**config.mk**
```make
export PLATFORM = sky130hd
export DESIGN_NAME = video_pattern_gen
export DESIGN_NICKNAME = d
export VERILOG_FILES = /design/src/rtl/video_pattern_gen.sv
export SDC_FILE = /design/constraint.sdc
export NUM_CORES = 1
export LEC_CHECK = 0
export ABC_CLOCK_PERIOD_IN_PS = 4700
export BUFFER_PORTS_ARGS = -buffer_cell sky130_fd_sc_hd__clkbuf_2
export CORE_ASPECT_RATIO = 0.75
export CORE_MARGIN = 2
export CORE_UTILIZATION = 64
export DETAILED_ROUTE_END_ITERATION = 12
export PLACE_DENSITY = 0.85
export RECOVER_POWER = 25
export SLEW_MARGIN = 20
export SYNTH_ARGS = -nofsm -noshare
export SYNTH_HDL_FRONTEND = slang
export SYNTH_SLANG_ARGS = --single-unit
```
**constraint.sdc**
```tcl
create_clock -name clk -period 4.7 [get_ports clk]
set_input_delay 0.705 -clock clk [delete_from_list [all_inputs] [get_ports clk]]
set_output_delay 0.705 -clock clk [all_outputs]
set_load 0.02 [all_outputs]
```
**src/rtl/video_pattern_gen.sv**
```systemverilog
// Video timing generator with selectable test patterns (colour bars, grey ramp,
// checkerboard, moving ramp) and registered RGB/sync outputs for a TMDS transmitter.
module video_pattern_gen #(
  parameter int unsigned H_ACTIVE = 1280,
  parameter int unsigned H_FP     = 110,
  parameter int unsigned H_SYNC   = 40,
  parameter int unsigned H_BP     = 220,
  parameter int unsigned V_ACTIVE = 720,
  parameter int unsigned V_FP     = 5,
  parameter int unsigned V_SYNC   = 5,
  parameter int unsigned V_BP     = 20,
  parameter logic        HS_POL   = 1'b1,
  parameter logic        VS_POL   = 1'b1
) (
  input  logic       clk,
  input  logic       rst_n,
  input  logic       en,
  input  logic [1:0] mode,
  output logic [7:0] red,
  output logic [7:0] green,
  output logic [7:0] blue,
  output logic       dv,
  output logic       hs,
  output logic       vs,
  output logic       frame_start
);

  localparam int unsigned H_TOTAL = H_ACTIVE + H_FP + H_SYNC + H_BP;
  localparam int unsigned V_TOTAL = V_ACTIVE + V_FP + V_SYNC + V_BP;
  // Counters are at least 8 bits wide so the pattern logic can always slice [7:0].
  localparam int unsigned HCW     = ($clog2(H_TOTAL) > 8) ? $clog2(H_TOTAL) : 8;
  localparam int unsigned VCW     = ($clog2(V_TOTAL) > 8) ? $clog2(V_TOTAL) : 8;
  localparam int unsigned BAR_W   = H_ACTIVE / 8;
  localparam int unsigned BCW     = ($clog2(BAR_W) > 0) ? $clog2(BAR_W) : 1;

  typedef enum logic {
    S_IDLE = 1'b0,
    S_RUN  = 1'b1
  } state_t;

  state_t           r_state;
  state_t           w_state_nxt;
  logic [HCW-1:0]   r_hcnt;
  logic [HCW-1:0]   w_hcnt_nxt;
  logic [VCW-1:0]   r_vcnt;
  logic [VCW-1:0]   w_vcnt_nxt;
  logic [7:0]       r_fcnt;
  logic [1:0]       r_mode_q;
  logic [BCW-1:0]   r_bar_cnt;
  logic [2:0]       r_bar_idx;
  logic             w_run;
  logic             w_h_last;
  logic             w_v_last;
  logic             w_frame_wrap;
  logic             w_first_pix;
  logic             w_active;
  logic             w_hs_on;
  logic             w_vs_on;
  logic [1:0]       w_mode_eff;
  logic [7:0]       w_r;
  logic [7:0]       w_g;
  logic [7:0]       w_b;

  assign w_h_last     = (r_hcnt == HCW'(H_TOTAL - 1));
  assign w_v_last     = (r_vcnt == VCW'(V_TOTAL - 1));
  assign w_frame_wrap = w_h_last && w_v_last;

  // FSM: w_run marks a cycle whose (hcnt,vcnt) gets described on the outputs.
  always_comb begin
    w_state_nxt = r_state;
    w_run       = 1'b0;
    case (r_state)
      S_IDLE: begin
        if (en) begin
          w_state_nxt = S_RUN;
          w_run       = 1'b1;
        end
      end
      S_RUN: begin
        w_run = 1'b1;
        if (w_frame_wrap && !en) w_state_nxt = S_IDLE;
      end
      default: w_state_nxt = S_IDLE;
    endcase
  end

  always_comb begin
    w_hcnt_nxt = r_hcnt;
    w_vcnt_nxt = r_vcnt;
    if (w_run) begin
      if (w_h_last) begin
        w_hcnt_nxt = '0;
        w_vcnt_nxt = w_v_last ? '0 : r_vcnt + VCW'(1);
      end else begin
        w_hcnt_nxt = r_hcnt + HCW'(1);
      end
    end
  end

  always_ff @(posedge clk or negedge rst_n) begin
    if (!rst_n) begin
      r_state <= S_IDLE;
      r_hcnt  <= '0;
      r_vcnt  <= '0;
    end else begin
      r_state <= w_state_nxt;
      r_hcnt  <= w_hcnt_nxt;
      r_vcnt  <= w_vcnt_nxt;
    end
  end

  // Bar index tracks hcnt/BAR_W incrementally instead of dividing.
  always_ff @(posedge clk or negedge rst_n) begin
    if (!rst_n) begin
      r_bar_cnt <= '0;
      r_bar_idx <= '0;
    end else if (w_run) begin
      if (w_h_last) begin
        r_bar_cnt <= '0;
        r_bar_idx <= '0;
      end else if (r_bar_cnt == BCW'(BAR_W - 1)) begin
        r_bar_cnt <= '0;
        r_bar_idx <= r_bar_idx + 3'd1;
      end else begin
        r_bar_cnt <= r_bar_cnt + BCW'(1);
      end
    end
  end

  always_ff @(posedge clk or negedge rst_n) begin
    if (!rst_n) begin
      r_fcnt   <= '0;
      r_mode_q <= '0;
    end else begin
      if (w_run && w_frame_wrap) r_fcnt <= r_fcnt + 8'd1;
      if (w_first_pix)           r_mode_q <= mode;
    end
  end

  assign w_first_pix = w_run && (r_hcnt == '0) && (r_vcnt == '0);
  // The first pixel of a frame already uses the mode being latched.
  assign w_mode_eff  = w_first_pix ? mode : r_mode_q;
  assign w_active    = (r_hcnt < HCW'(H_ACTIVE)) && (r_vcnt < VCW'(V_ACTIVE));
  assign w_hs_on     = (r_hcnt >= HCW'(H_ACTIVE + H_FP)) &&
                       (r_hcnt <  HCW'(H_ACTIVE + H_FP + H_SYNC));
  assign w_vs_on     = (r_vcnt >= VCW'(V_ACTIVE + V_FP)) &&
                       (r_vcnt <  VCW'(V_ACTIVE + V_FP + V_SYNC));

  // Bar order white..black maps onto inverted index bits per component.
  always_comb begin
    w_r = '0;
    w_g = '0;
    w_b = '0;
    case (w_mode_eff)
      2'd0: begin
        w_r = {8{~r_bar_idx[1]}};
        w_g = {8{~r_bar_idx[2]}};
        w_b = {8{~r_bar_idx[0]}};
      end
      2'd1: begin
        w_r = r_hcnt[7:0];
        w_g = r_hcnt[7:0];
        w_b = r_hcnt[7:0];
      end
      2'd2: begin
        w_r = {8{r_hcnt[5] ^ r_vcnt[5]}};
        w_g = {8{r_hcnt[5] ^ r_vcnt[5]}};
        w_b = {8{r_hcnt[5] ^ r_vcnt[5]}};
      end
      default: begin
        w_r = r_hcnt[7:0] + r_fcnt;
        w_g = r_vcnt[7:0];
        w_b = r_fcnt;
      end
    endcase
  end

  always_ff @(posedge clk or negedge rst_n) begin
    if (!rst_n) begin
      red         <= '0;
      green       <= '0;
      blue        <= '0;
      dv          <= 1'b0;
      hs          <= ~HS_POL;
      vs          <= ~VS_POL;
      frame_start <= 1'b0;
    end else if (w_run) begin
      red         <= w_active ? w_r : 8'd0;
      green       <= w_active ? w_g : 8'd0;
      blue        <= w_active ? w_b : 8'd0;
      dv          <= w_active;
      hs          <= w_hs_on ? HS_POL : ~HS_POL;
      vs          <= w_vs_on ? VS_POL : ~VS_POL;
      frame_start <= w_first_pix;
    end else begin
      red         <= '0;
      green       <= '0;
      blue        <= '0;
      dv          <= 1'b0;
      hs          <= ~HS_POL;
      vs          <= ~VS_POL;
      frame_start <= 1'b0;
    end
  end

endmodule

```
Word-level counts from Yosys, hierarchy flattened
Cells that the tools add are included.
{"block": "totals", "reg_bits": 71, "in_bits": 5, "output_inout_bits": 28, "wordCells": 77}
{"block": "op_classes", "add_sub_neg": 6, "magnitude_cmp": 6, "n_eq_ne": 5, "muxes": 26, "bitwise": 5, "reduce_logical": 15}
{"operator": "8-bit case mux with 3 select lines", "n": 3}
{"operator": "8-bit 2-to-1 mux", "n": 8}
{"operator": "11-bit less-than comparator (second input constant)", "n": 2}
{"operator": "10-bit less-than comparator (second input constant)", "n": 2}
{"operator": "8-bit by 1-bit adder with 8-bit output (second input constant)", "n": 2}
{"operator": "11-bit by 1-bit adder with 11-bit output (second input constant)", "n": 1}
{"operator": "11-bit == test (second input constant)", "n": 1}
{"operator": "11-bit >= comparator (second input constant)", "n": 1}
{"operator": "11-bit logical NOT", "n": 1}
{"operator": "11-bit 2-to-1 mux", "n": 1}
{"operator": "10-bit by 1-bit adder with 10-bit output (second input constant)", "n": 1}
{"operator": "10-bit == test (second input constant)", "n": 1}
{"operator": "10-bit >= comparator (second input constant)", "n": 1}
{"operator": "10-bit logical NOT", "n": 1}
{"operator": "10-bit 2-to-1 mux", "n": 1}
{"operator": "8-bit adder", "n": 1}
{"operator": "8-bit == test (second input constant)", "n": 1}
{"operator": "1-bit logical AND", "n": 8}
{"operator": "1-bit 2-to-1 mux", "n": 8}
{"operator": "3-bit 2-to-1 mux", "n": 2}
{"operator": "1-bit inverter", "n": 4}
{"operator": "1-bit case mux with 2 select lines", "n": 2}
{"operator": "2-bit AND reduction", "n": 2}
{"operator": "3-bit by 1-bit adder with 3-bit output (second input constant)", "n": 1}
{"operator": "7 further kinds", "n": 7}

Longest topological paths before layout
{"block": "logic_depth", "depth_word": 9, "depth_mapped": 9, "ltp_nobuf": 8}

Worst setup path after synthesis
No wires, ideal clock.
{"block": "synth_path", "path_kind": "register to register", "startpoint": "register r_hcnt[7]", "endpoint": "register blue[2]", "setup_ps": 123, "arrival_ps": 2588, "required_time_ps": 4577, "path_slack_ps": 1990, "stages_incl_launch_ff": 8, "n_path_buf": 1, "period_less_slack_ps": 2710, "cell_sequence": "dfrtp_1 > buf_6 > or4_4 > or3_4 > nor3_4 > mux2_2 > a21o_2 > o221a_2"}
{"block": "synth_via", "elab_chain_len": 8, "elab_cells_between_ends": 12, "classes_between": "1 x order compare; 2 x eq/ne; 4 x mux; 5 x reduce/logical"}
{"element": "start: declaration", "line_no": "43", "text": "logic [HCW-1:0] r_hcnt;"}
{"element": "start signal: assignment", "line_no": "107", "text": "r_hcnt <= w_hcnt_nxt;"}
{"element": "11-bit logical NOT", "line_no": "140", "text": "assign w_first_pix = w_run && (r_hcnt == '0) && (r_vcnt == '0);"}
{"element": "1-bit logical AND (2 in a row)", "line_no": "140"}
{"element": "2-bit 2-to-1 mux"}
{"element": "2-bit == test, or another cell as far along", "line_no": "154", "text": "case (w_mode_eff)"}
{"element": "8-bit case mux with 3 select lines", "line_no": "154"}
{"element": "8-bit 2-to-1 mux *", "line_no": "190", "text": "blue <= w_active ? w_b : 8'd0;"}
{"element": "8-bit 2-to-1 mux *", "line_no": "187", "text": "end else if (w_run) begin"}
{"element": "end signal: assignment", "line_no": "190"}
{"element": "end: declaration", "line_no": "21", "text": "output logic [7:0] blue,"}
Mark *: on every way between the ends. The rest lies on a longest branch, timed or not.
A chain may end at the register's enable or synchronous reset.

Final worst setup path
{"block": "layout_path", "startpoint": "register r_hcnt[7]", "endpoint": "register red[2]"}
{"block": "layout_via", "elab_chain_len": 8, "elab_cells_between_ends": 12, "classes_between": "1 x order compare; 2 x eq/ne; 4 x mux; 5 x reduce/logical"}
{"element": "11-bit logical NOT", "line_no": "140"}
{"element": "1-bit logical AND (2 in a row)", "line_no": "140"}
{"element": "2-bit 2-to-1 mux"}
{"element": "2-bit == test, or another cell as far along", "line_no": "154"}
{"element": "8-bit case mux with 3 select lines", "line_no": "154"}
{"element": "8-bit 2-to-1 mux *", "line_no": "188", "text": "red <= w_active ? w_r : 8'd0;"}
{"element": "8-bit 2-to-1 mux *", "line_no": "187"}
{"element": "end signal: assignment", "line_no": "188"}
{"element": "end: declaration", "line_no": "19", "text": "output logic [7:0] red,"}
Marked as above.

==> results.sh <==
export IMPL_cp_max_fo=8
export IMPL_num_io_pins=33
export IMPL_post_route_period_util=0.626
export IMPL_power_total_mw=1.88
export IMPL_yosys_warnings=0
export IMPL_r2r_cells=6
export IMPL_max_stage_delay_ns=0.60
export IMPL_path_cells="or4_4, or3_4, nor3_4, mux2i_2, o21ai_4, o221a_1"
export IMPL_grt_pass1_vias=2850
export IMPL_io_buffers=32
export IMPL_via_per_inst=6.16
export IMPL_max_freq_mhz=340
export IMPL_relSlewSlack=-0.193
export IMPL_min_to="r_state"
export IMPL_grt_usage=0.287
export IMPL_rsz0062_at_grt="no"
export IMPL_die_w_um=92.6
export IMPL_antenna_found_initial=0
export IMPL_cts_max_path_buffers=2
export IMPL_synth_fp_nets=372
export IMPL_drcViolationCount=0
export IMPL_end_kind="register"
export IMPL_synth_distinct_cells=51
export IMPL_status="finished, violations left"
export IMPL_drv_slew=35
export IMPL_insertion_delay_ns=0.36
export IMPL_netlist_area_sq_mm=0.00377
export IMPL_dieArea_sq_mm=0.00652
export IMPL_wl_per_cell_um=18.4
export IMPL_min_period_ns=2.94
export IMPL_vdd_drop_max_mv=0.326
export IMPL_die_h_um=70.4
export IMPL_arrival_ns=3.18
export IMPL_cts_tree="done"
export IMPL_cap_viol_max_count=1
export IMPL_r2r_start="r_hcnt[7]"
export IMPL_wirelength_um=8500
export IMPL_critPathLaunchType="register"
export IMPL_finalClockSkew_ns=0.00566
export IMPL_synth_top_area_frac=0.472
export IMPL_finalSetupViolCount=0
export IMPL_numCtsBuffers=9
export IMPL_netlist_instances=349
export IMPL_cts_root_buf="clkbuf_8"
export IMPL_grt_overflow_total=0
export IMPL_criticalPathCategory="reg2reg"
export IMPL_grt_max_degree=39
export IMPL_p_leak_nw=1.90
export IMPL_synth_top_cell_by_area="dfrtp_1"
export IMPL_r2r_setup_slack_ns=1.76
export IMPL_cts_hold_buf=0
export IMPL_avgSynthCellArea_sq_um=10.8
export IMPL_cp_startpoint="r_hcnt[7]"
export IMPL_postSynth_asyncResetShare=1.00
export IMPL_synth_common_cells="dfrtp_1, nand2_1, nor2_1"
export IMPL_r2r_end="red[2]"
export IMPL_cts_sinks=71
export IMPL_required_ns=4.94
export IMPL_grt_pass1_wl_um=14200
export IMPL_clkTransAtPathRegs_ns=0.07
export IMPL_gp_congestion=0.858
export IMPL_cts_htree_levels=3
export IMPL_postCtsSetupBuffers=0
export IMPL_whs_path_depth=1
export IMPL_synth_edf_count=0
export IMPL_rows=24
export IMPL_start_util=0.657
export IMPL_first_iter_violations=250
export IMPL_firstDrtPassIters=4
export IMPL_ant_nets=0
export IMPL_core_area_sq_mm=0.00574
export IMPL_dpl_hpwl_um=6010
export IMPL_violations="capacitance limit, slew limit"
export IMPL_layout_drive_gt1_share=0.239
export IMPL_layout_nets=403
export IMPL_ys_seq_elements=71
export IMPL_areaGrowthSynthToFinish_pct=10.7
export IMPL_tightest_slew_ns=1.79
export IMPL_setup_tns_ns=0
export IMPL_seq_area_frac_synth=0.472
export IMPL_worstHoldStart="r_state"
export IMPL_cts_resized=0
export IMPL_hold_path_class="reg2reg"
export IMPL_synth_most_common_cell="dfrtp_1"
export IMPL_synthTopCellsByArea="dfrtp_1, o221a_2, ha_1"
export IMPL_finalHoldViolations=0
export IMPL_synth_ff_type="dfrtp_1"
export IMPL_routed_via_count=2854
export IMPL_crit_slowest_cell="or4_4"
export IMPL_diodes=0
export IMPL_powerDensity_mw_per_mm2=451
-- where the power goes --
part	switching, mW	internal, mW	leakage, nW	total [mW]
registers	0.138	0.717	0.875	0.855
logic	0.273	0.213	0.910	0.486
clock network	0.229	0.311	0.116	0.540
total	0.640	1.24	1.90	1.88
-- worst max path at each step --
| stage | endpoint | slack [ns] | cells after the start |
|---|---|---|---|
| floorplan | blue[2] | 1.99 | 7 |
| global placement | blue[4] | 1.88 | 6 |
| detailed placement | red[2] | 1.80 | 6 |
| CTS | red[2] | 1.79 | 6 |
| global route | red[5] | 1.68 | 6 |
| finish | red[2] | 1.76 | 6 |
-- logic make-up (layout without fill, tap and decap cells) --
kind of cell / count (synthesis) / in the layout / synth area share
AO/OA/AOI/OAI: 79 / 79 / 0.171
multiplexers: 6 / 6 / 0.0196
adder cells (fa/ha/maj): 18 / 18 / 0.0618
XOR/XNOR: 32 / 32 / 0.0744
AND/OR/NAND/NOR: 119 / 119 / 0.165
flip-flops: 71 / 71 / 0.472
buffers and inverters: 24 / 60 / 0.0359
-- layout make-up --
| type | instances | area [sq um] |
|---|---|---|
| Multi-Input combinational cell | 254 | 1860 |
| Sequential cell | 71 | 1780 |
| Fill cell | 420 | 1570 |
| Timing Repair Buffer | 34 | 174 |
| Clock buffer | 10 | 138 |
| Tap cell | 78 | 97.6 |
| Clock inverter | 6 | 83.8 |
| Inverter | 10 | 37.5 |
-- placed cells by master, fill, tap and decap left out, types with 2 or more instances in the layout --
master / n
or4_1: 3
nand3_1: 14
nand2b_1: 5
clkbuf_8: 10
a21oi_1: 10
o22ai_1: 2
inv_1: 10
or2_2: 2
o221a_2: 20
nand4_1: 7
nor3_1: 6
mux2_2: 4
and3_1: 4
a21o_2: 4
nor2_1: 26
nor4_1: 4
dfrtp_1: 71
o221a_1: 4
a31oi_1: 2
a21o_1: 7
bufinv_16: 2
o31ai_1: 4
o21ai_4: 3
clkbuf_2: 31
xor2_1: 15
xnor2_1: 17
buf_4: 2
nor2b_1: 3
nand2_1: 32
clkinv_2: 3
ha_1: 17
o21ai_0: 18
-- critical path: cells and delay by family, from the launching register on --
| family | cells | cell delay [ns] |
|---|---|---|
| simple gates | 3 | 1.35 |
| flops | 1 | 0.49 |
| compound gates | 2 | 0.47 |
| mux | 1 | 0.50 |
-- sequential cells by signal, indices dropped and copies added (netlist names) --
| signal | flops |
|---|---|
| r_hcnt | 11 |
| r_vcnt | 10 |
| blue | 8 |
| green | 8 |
| r_bar_cnt | 8 |
| r_fcnt | 8 |
| red | 8 |
| r_bar_idx | 3 |
| r_mode_q | 2 |
| dv | 1 |
| frame_start | 1 |
| hs | 1 |
| r_state | 1 |
| vs | 1 |
-- through the flow --
| step | std cells | area [sq um] | hold slack, ns | utilization | setup WS, ns |
|---|---|---|---|---|---|
| finish | 463 | 4170 | 0.505 | 0.727 | 1.76 |
| global route | 463 | 4170 | 0.551 | 0.727 | 1.68 |
| CTS | 463 | 4170 | 0.430 | 0.727 | 1.79 |
| detailed placement | 447 | 3950 | 0.489 | 0.688 | 1.80 |
| global placement | 447 | 3950 | 0.473 | 0.688 | 1.88 |
| floorplan | 349 | 3770 | 0.409 | - | 1.99 |
-- layer usage --
metal | vias up | share of wire | wire, um | track usage
li1 | 1327 | - | - | -
met1 | 1417 | 0.45 | 3840 | 0.403
met2 | 98 | 0.47 | 4020 | 0.431
met3 | 12 | 0.063 | 532 | 0.0809
met4 | 0 | 0.013 | 110 | 0.0978
met5 | - | 0 | 0 | 0
Note: power is estimated with default switching activity, not from simulation.
